<file path="config.mk">
export PLATFORM = sky130hd
export DESIGN_NAME = int_arbiter
export DESIGN_NICKNAME = d
export VERILOG_FILES = /design/src/rtl/int_arbiter.sv
export SDC_FILE = /design/constraint.sdc
export NUM_CORES = 1
export LEC_CHECK = 0
export CORE_MARGIN = 2
export CORE_UTILIZATION = 40
export DETAILED_ROUTE_END_ITERATION = 8
export PLACE_DENSITY = 0.79
export SLEW_MARGIN = 20
export SYNTH_ARGS = -nofsm -noshare
export SYNTH_HDL_FRONTEND = slang
export SYNTH_SLANG_ARGS = --single-unit
</file>
<file path="constraint.sdc">
create_clock -name clk -period 1.3 [get_ports clk]
set_input_delay 0.195 -clock clk [delete_from_list [all_inputs] [get_ports clk]]
set_output_delay 0.195 -clock clk [all_outputs]
set_load 0.01 [all_outputs]
</file>
<file path="src/rtl/int_arbiter.sv">
// Interrupt arbiter: synchronizes raw sources, latches edge/level pending bits,
// and presents the lowest enabled pending source to the CPU as a one-hot request.
module int_arbiter #(
  parameter int unsigned CH    = 8,
  parameter int unsigned VEC_W = 3
) (
  input  logic             clk,
  input  logic             reset,
  input  logic [CH-1:0]    src,
  input  logic             cfg_cs,
  input  logic             cfg_we,
  input  logic [1:0]       cfg_addr,
  input  logic [31:0]      cfg_wr_data,
  output logic [31:0]      cfg_rd_data,
  input  logic             int_ack,
  output logic [CH-1:0]    irq
);

  typedef enum logic [1:0] {StIdle, StReq, StServ} state_e;

  state_e             state_q, state_d;
  logic [CH-1:0]      sync1_q, sync2_q, hist_q;
  logic [CH-1:0]      mode_q, mode_d;
  logic [CH-1:0]      pend_q, pend_d;
  logic [CH-1:0]      enable_q, enable_d;
  logic [CH-1:0]      irq_q, irq_d;
  logic [VEC_W-1:0]   cur_vec_q, cur_vec_d;

  logic               wr_en;
  logic [CH-1:0]      wdata;
  logic [CH-1:0]      edge_set;
  logic [CH-1:0]      qual;
  logic [CH-1:0]      win_oh;
  logic [CH-1:0]      ack_clr;
  logic [CH-1:0]      pend_edge;
  logic [VEC_W-1:0]   win;
  logic               any_q;
  logic               busy;
  logic               unused_wr;

  assign unused_wr = ^cfg_wr_data[31:CH];

  assign wr_en    = cfg_cs & cfg_we;
  assign wdata    = cfg_wr_data[CH-1:0];
  assign edge_set = sync2_q & ~hist_q & mode_q;
  assign qual     = pend_q & enable_q;
  assign any_q    = |qual;
  assign win_oh   = CH'(1) << win;
  assign busy     = (state_q == StServ);
  assign irq      = irq_q;

  // Lowest set index wins: scan downward so the last hit is the smallest.
  always_comb begin
    win = '0;
    for (int i = CH - 1; i >= 0; i--) begin
      if (qual[i]) win = VEC_W'(i);
    end
  end

  always_comb begin
    state_d   = state_q;
    irq_d     = '0;
    cur_vec_d = cur_vec_q;
    ack_clr   = '0;
    unique case (state_q)
      StIdle: begin
        if (any_q) begin
          state_d = StReq;
          irq_d   = win_oh;
        end
      end
      StReq: begin
        if (!any_q) begin
          state_d = StIdle;
        end else if (int_ack) begin
          state_d   = StServ;
          cur_vec_d = win;
          ack_clr   = win_oh & mode_q;
        end else begin
          irq_d = win_oh;
        end
      end
      StServ: begin
        if (wr_en && cfg_addr == 2'd3) state_d = StIdle;
      end
      default: state_d = StIdle;
    endcase
  end

  // Clears are applied before the edge set so a coincident new edge survives.
  always_comb begin
    mode_d    = mode_q;
    enable_d  = enable_q;
    pend_edge = pend_q & ~ack_clr;
    if (wr_en && cfg_addr == 2'd0) mode_d = wdata;
    if (wr_en && cfg_addr == 2'd2) enable_d = wdata;
    if (wr_en && cfg_addr == 2'd1) pend_edge = pend_edge & ~(wdata & mode_q);
    pend_edge = pend_edge | edge_set;
    pend_d    = (pend_edge & mode_q) | (sync2_q & ~mode_q);
  end

  always_ff @(posedge clk) begin
    if (reset) begin
      state_q   <= StIdle;
      sync1_q   <= '0;
      sync2_q   <= '0;
      hist_q    <= '0;
      mode_q    <= '0;
      pend_q    <= '0;
      enable_q  <= '0;
      cur_vec_q <= '0;
      irq_q     <= '0;
    end else begin
      state_q   <= state_d;
      sync1_q   <= src;
      sync2_q   <= sync1_q;
      hist_q    <= sync2_q;
      mode_q    <= mode_d;
      pend_q    <= pend_d;
      enable_q  <= enable_d;
      cur_vec_q <= cur_vec_d;
      irq_q     <= irq_d;
    end
  end

  always_comb begin
    cfg_rd_data = '0;
    if (cfg_cs) begin
      case (cfg_addr)
        2'd0: cfg_rd_data[CH-1:0] = mode_q;
        2'd1: cfg_rd_data[CH-1:0] = pend_q;
        2'd2: cfg_rd_data[CH-1:0] = enable_q;
        default: begin
          cfg_rd_data[VEC_W-1:0] = cur_vec_q;
          cfg_rd_data[VEC_W]     = busy;
        end
      endcase
    end
  end

endmodule

</file>
* Word level (Yosys, flattened, before mapping) *
Cells that the tools add are included.

cells by class
  eq/ne operators = 8
  shift operators = 1
  muxes and demuxes = 24
  bitwise gates (word level) = 16
  reduce and logical (&&, ||, !) cells = 9

operators with widths
  kind                                                 number
  bitwise AND 8 bit                                    9
  2-to-1 mux 8 bit                                     8
  NOT 8 bit                                            4
  2-to-1 mux 3 bit                                     8
  one-hot mux 4 bit (3 select lines)                   2
  bitwise OR 8 bit                                     2
  one-hot mux 8 bit (2 select lines)                   1
  2-to-1 mux 2 bit                                     4
  OR reduction 8 bit                                   1
  left shift 1 x 3 -> 8 bit, first input constant      1
  equality test 2 bit, second input constant           3
  one-hot mux 2 bit (3 select lines)                   1
  AND reduction 3 bit                                  2
  equality test 2 x 1 -> 1 bit, second input constant  2
  logical AND 1 bit                                    4
  zero test 2 bit                                      2
  != test 3 bit, second input constant                 1
  != test 2 x 1 -> 1 bit, second input constant        1
  != test 2 bit, second input constant                 1
  bitwise AND 1 bit                                    1

word-level totals
  register bits = 61
  input port bits = 47
  output and inout bits = 40
  word-level logic and storage cells = 67

* Depth between registers and ports, before layout *
Gate-level depths: netlist of run 1.

  depth after elaboration = 21
  depth in mapped cells = 5
  mapped depth without buffers = 4

* Worst setup path after synthesis of run 1 *
OpenSTA, ideal clock, no wires.

  path type = register to output
  start point = reg state_q[1]
  end point = out cfg_rd_data[3]
  data arrival time = 1105 ps
  data required time = 1105 ps
  setup slack = 0 ps
  stages on the path, launching flop included = 4
  path buffers = 0
  cell sequence = dfxtp_1 -> nor2b_1 -> mux4_2 -> and2_1

on the way
  cells in the longest elaborated chain, start to end = 3

RTL lines
  what                                RTL line  source
  start: declaration                  21        state_e state_q, state_d;
  start signal: assignment            104       state_q <= StIdle;
  start signal: assignment            114       state_q <= state_d;
  equality test 2 bit                 49        assign busy = (state_q == StServ);
  one-hot mux 4 bit (3 select lines)  129       case (cfg_addr)
  2-to-1 mux 8 bit                    128       if (cfg_cs) begin
  end: declaration                    14        output logic [31:0] cfg_rd_data,

No other way between the ends.

* Worst setup path after layout of run 1 *
Same ends and word-level chain as after synthesis.

==> impl_metrics.toml, run 1 <==
[die]
core.rowCount = 30
die_y_um = 87.2
ios = 87
start_util_pct = 41.0
die_width_um = 87.2
coreArea_um2 = 6760
dieArea_um2 = 7600

[layout]
fin_cells = 483
diodes = 0
final_nets = 446
layout-drive-gt1-share_pct = 36.0
fill_cells = 574
area_delta_synth_final_pct = 39.8

[synth]
synth_common_cells = "dfxtp_1, nand2_1, a21oi_1, buf_4, nor2b_1"
ys_ff_latch = 61
synth-edff-count = 0
yosys.area.top_type = "dfxtp_1"
yosys_warnings = 0
synth_seq_area_share_pct = 44.1
syn_inst = 303
synth-xor-area-share_pct = 0
synthArstFlopShare_pct = 0
synth.most_common_cell = "dfxtp_1"
synth_fa_ha_area_share_pct = 0
syn_area_per_cell_um2 = 9.13
syn_area_um2 = 2770
synth_top_area_share_pct = 44.1
synth_top_family_by_area = "simple AND/OR/NAND/NOR gates"
synth_area_leaders = "dfxtp_1, nand2_1, buf_4"
synth_compound_gate_area_share_pct = 17.2
synth.area.mux_share_pct = 4.70
yosys_most_used_dff = "dfxtp_1"
synth-simple-area-share_pct = 24.3
ys_types = 44

[global_route]
antenna_found_initial = 0
grt_overflow = 0
grt_max_degree = 14
grt_pass1_vias = 2353
grt_usage_pct = 19.2
grt_pass1_wl_um = 11000

[sta]
fmax_mhz = 591
slew_viol_final = 0
finalCritPeriodShare_pct = 130
setup_viol = 21
finalWorstSetupSlack_ps = -391
finalClockSkew_ps = 7.43
fin_crit_ps = 1690
hold_viol = 0
rsz0062_at_grt = "true"

[clock_tree]
cts_sinks = 61
clk_path_buf_depth = 2
cts_tree = "done"
clkLatencyLatePin_ps = 340
cts_root_buf = "clkbuf_8"
h-tree-depth = 3
holdBufCountCts = 0
clk_pin_slew_ps = 60
cts_made_buffers = 9

[setup_path]
setup.worst_path.start = "state_q[1]$_SDFFE_PP0P_"
rr_startpoint = "state_q[1]$_SDFFE_PP0P_"
critical_path_class = "register to output pin"
crit_fanout = 2
arrival_ps = 1500
required_ps = 1110
cp-end-kind = "output pin"
worstSetupStartpointType = "register"

[power]
p_leak_nw = 1.60
ir_drop_v = 0.000713
p_per_area_nw_per_um2 = 960

[routing]
vias = 2479
drt_first_pass_iters = 4
drt-initial-drc-count = 258
drc = 0
antenna_left = 0
wl_per_cell_um = 14.8
drt_wl_total_um = 7150
via_per_inst = 5.13

[outcome]
violations = "negative setup slack"
status = "finished with violations"

[place]
numPlacedInstances = 459
place_congestion = 0.909
io_buffers = 38
dpl.hpwl_um = 5040
dpl_worst_slack_ps = -880

[min_path]
hp-class = "primary input to register"
min_from = "reset"

[run]
maxCapViolations = 0
==> cells by family (layout without fill, tap and decap cells) <==
logic type	count (synthesis)	count (layout)
flip-flops	61	61
buffers and inverters	38	115
AO/OA/AOI/OAI	64	64
AND/OR/NAND/NOR	131	131
other	1	24
multiplexers	8	8
==> area by class of cell <==
type / count / area [um2] / area share, %
flip-flops and latches: 61 / 1240 / 32.1
clock buffers: 13 / 149 / 3.85
multi-input cells: 227 / 1470 / 38.1
repair buffers: 100 / 897 / 23.2
clock inverters: 2 / 10.0 / 0.259
well taps: 80 / 100 / 2.59
==> registers in the layout, indices dropped and copies added, names as in the netlist <==
| register | count |
|---|---|
| enable_q | 8 |
| hist_q | 8 |
| irq | 8 |
| mode_q | 8 |
| pend_q | 8 |
| sync1_q | 8 |
| sync2_q | 8 |
| cur_vec_q | 3 |
| state_q | 2 |
==> report_power, final <==
group	total (mW)	internal, mW	leakage (nW)	switching (mW)
registers	1.94	1.92	0.504	0.0183
logic	0.386	0.193	1.01	0.193
clock network	1.39	0.728	0.0833	0.666
total	3.72	2.84	1.60	0.877
==> stage by stage <==
step / setup TNS, ps / power (mW) / cell area [um2] / hold slack (ps) / util (%)
finish: -2300 / 3.72 / 3870 / 262 / 57.3
detailed placement: -22490 / 2.34 / 3500 / 428 / 51.8
floorplan: 0 / 2.20 / 2850 / 323 / -
global placement: -21190 / 2.33 / 3500 / 417 / 51.8
global route: -3420 / 3.88 / 3870 / 265 / 57.3
CTS: -1560 / 3.74 / 3700 / 240 / 54.7
==> final timing paths <==
kind,to,slack [ps],depth (start not counted)
worst max-delay path,cfg_rd_data[3],-390,4
worst min-delay path,mode_q[4]$_SDFFE_PP0P_,260,2
worst max register to register,cur_vec_q[2]$_SDFFE_PP0P_,-170,6
worst min register to register,sync2_q[0]$_SDFF_PP0_,440,1
==> layout by cell type, fill, tap and decap left out, types with 3 or more instances in the layout <==
cell type	n
clkbuf_8	10
nor2b_2	3
conb_1	24
a22o_1	6
and2_1	6
o21ai_1	5
a21oi_2	4
and2_4	4
mux4_2	4
dlygate4sd2_1	9
buf_12	4
dfxtp_1	45
and3_1	3
nand4_1	4
clkbuf_1	3
nor2b_1	24
mux2i_1	4
a21boi_0	4
nor2_1	13
a22oi_2	5
a211oi_2	4
buf_6	12
buf_4	48
clkdlybuf4s50_1	18
a21oi_1	22
nand2_1	57
buf_2	7
dfxtp_2	16
==> layer usage <==
layer	track usage, %	vias up	share of wire [%]
li1	-	1192	-
met1	23.0	1168	40
met2	31.4	101	51
met3	5.97	18	6.7
met4	8.67	0	2.2
met5	0	-	0
==> critical path, stage by stage, from the launching register on <==
cell and delay, ps:
dfxtp_2 320, nor2b_4 120, mux4_2 460, and2_4 150, buf_6 110
==> what timing repair did <==
item,in CTS,in global routing
gates resized for setup,75,32
hold endpoints to repair,0,0
setup endpoints to repair,43,27
buffers inserted,4,6
pin swaps,18,16
Power figures use the tool's default switching activity.
==> run 2, diff against run 1 <==
--- a/config.mk
+++ b/config.mk
@@ -5,6 +5,7 @@
 export SDC_FILE = /design/constraint.sdc
 export NUM_CORES = 1
 export LEC_CHECK = 0
+export ABC_CLOCK_PERIOD_IN_PS = 1300
 export CORE_MARGIN = 2
 export CORE_UTILIZATION = 40
 export DETAILED_ROUTE_END_ITERATION = 8
==> results of run 2 <==
Same layout as run 1: the final DEF is identical, and so are final timing and power.
==> edit (settings of run 1) <==
Encoding of `state_e`: now one-hot (3 bits for 3 states).
--- a/src/rtl/int_arbiter.sv
+++ b/src/rtl/int_arbiter.sv
@@ -17,5 +17,5 @@
 );
 
-  typedef enum logic [1:0] {StIdle, StReq, StServ} state_e;
+  typedef enum logic [2:0] {StIdle = 3'b001, StReq = 3'b010, StServ = 3'b100} state_e;
 
   state_e             state_q, state_d;
Function: same outputs for any inputs over 4 cycles, from zero or initial values and one cycle with reset high; so few cycles prove little.
==> edit against run 1 <==
Final area is 3.8% higher. Area after synthesis fell by 2.6%. Via count rose by 3.7%. Combinational power fell by 3%. The flow still finishes with violations (negative setup slack). Count of clock-buffer cells in the layout down 2. Sequential cell count increased by 1. Wire length grew 7.6%. Largest power group unchanged. Global-route usage rose by 1.5 points. Worst hold slack lost 79 ps. Worst setup slack worse by 67 ps. Total power is 5.7% higher. Clock power is 14% higher. Largest cell class unchanged.
==> edit: results (changes against run 1) <==
Parameter                              Value

Power and ir drop
  Proportion of power drawn by the clock network ... 40.4% (+2.9 points)
  Internal Pwr Total ... 0.00303 W (+6.7%)
  P_leak ... 1.64 nW (+2.9%)
  Highest ir drop seen on vdd ... 0.000679 V (-4.7%)

Routing
  Total vias in the final route ... 2570 (+3.7%)
  Number of iterations in the first detailed-routing pass ... 5 (+1)
  Initial DRC Count ... 125 (-52%)
  Length of routed met3 wiring ... 396 um (-17%)
  Drt total wl ... 7.69 mm (+7.6%)
  Total routed wire length on the met1 layer ... 3.05 mm (+6.7%)

Finish
  Final nets ... 460 (+3.1%)
  Final cell count without fillers ... 492 (+1.9%)
  Fraction of final layout cells sized beyond drive strength 1 ... 36.1% (+0.16 points)

Placement
  Hpwl dp ... 5.04 mm (about the same)
  Dpl cells ... 470 (+2.4%)
  Placer congestion estimate ... 0.860 (-5.4%)
  Instance area after placement ... 3530 um2 (+0.82%)

Global route
  Total routing usage reported by global routing ... 20.7% (+1.5 points)
  Vias in the first global route ... 2528 (+7.4%)
  Maximum number of pins on one net before global-route repair ... 17 (+3)

Hold path
  Endpoint with the worst hold slack ... hist_q[1]$_SDFF_PP0_

Setup path
  Startpoint of the most critical setup path ... state_q[0]$_SDFFE_PP1P_
  Reg2Reg Depth ... 5 (-1)
  Arrival time at the worst endpoint ... 2020 ps (+520 ps)
  Capturing element of the worst setup path ... irq[6]$_SDFF_PP0_
  Crit path max fanout ... 4 (+2)

Status
  Status ... complete, but fails checks
  Violated checks ... negative setup slack

Yosys
  Fraction of the yosys area taken by sequential cells ... 46.1% (+1.9 points)
  Mean instance size in the synthesized netlist ... 8.75 um2 (-4.2%)

STA
  Setup-violating endpoint count in the final report ... 30 (+43%)
  Setup WS post-layout ... -458 ps (-67.0 ps)
## edit: cell types whose count changed after synthesis, moves of 4 or more
cell,before,now
sky130_fd_sc_hd__clkbuf_1,2,9
sky130_fd_sc_hd__a211oi_1,5,10
sky130_fd_sc_hd__nor2_1,14,9
sky130_fd_sc_hd__nand2_1,58,64
sky130_fd_sc_hd__buf_2,8,1
sky130_fd_sc_hd__o21ai_0,4,8
sky130_fd_sc_hd__nand4_1,4,0
sky130_fd_sc_hd__nand3_1,1,5
## edit: final cells by class
cell class,instances,area [um2]
Fill cell,504,2410
Multi-Input combinational cell,233,1550
Sequential cell,62,1270
Timing Repair Buffer,107,918
Clock buffer,11,141
Tap cell,77,96.3
Clock inverter,2,35.0
## edit: critical path, stage by stage (launching register included)
cell and delay [ps]:
sky130_fd_sc_hd__dfxtp_2 340, sky130_fd_sc_hd__buf_6 120, sky130_fd_sc_hd__or3b_1 370, sky130_fd_sc_hd__a211o_1 320
sky130_fd_sc_hd__or3b_4 410, sky130_fd_sc_hd__nor3_2 130
## edit: stage by stage
stage                     setup TNS, ps  hold WS [ps]
after floorplan                   -2230           323
after global placement           -23130           418
after detailed placement         -24080           425
after CTS                         -6620           171
after global routing              -8250           201
final                             -7250           183
## edit: repair_timing
item | in CTS | in global routing
pin swaps | 22 | 11
resized for setup | 99 | 30
setup buffers | 7 | 3
endpoints found under the setup margin | 46 | 38
## edit: kinds of logic after synthesis
group,after synthesis,synth area share (%)
buffers and inverters,36,8.40
flip-flops,62,46.1
other,1,0.139
multiplexers,8,4.83
AO/OA/AOI/OAI,69,16.5
AND/OR/NAND/NOR,132,24.0
## edit: routing by layer
metal | global-route usage (%) | vias to the layer above
met3 | 4.43 | 23
met4 | 11.8 | 0
met5 | 0 | -
li1 | - | 1235
met2 | 37.9 | 84
met1 | 21.6 | 1228
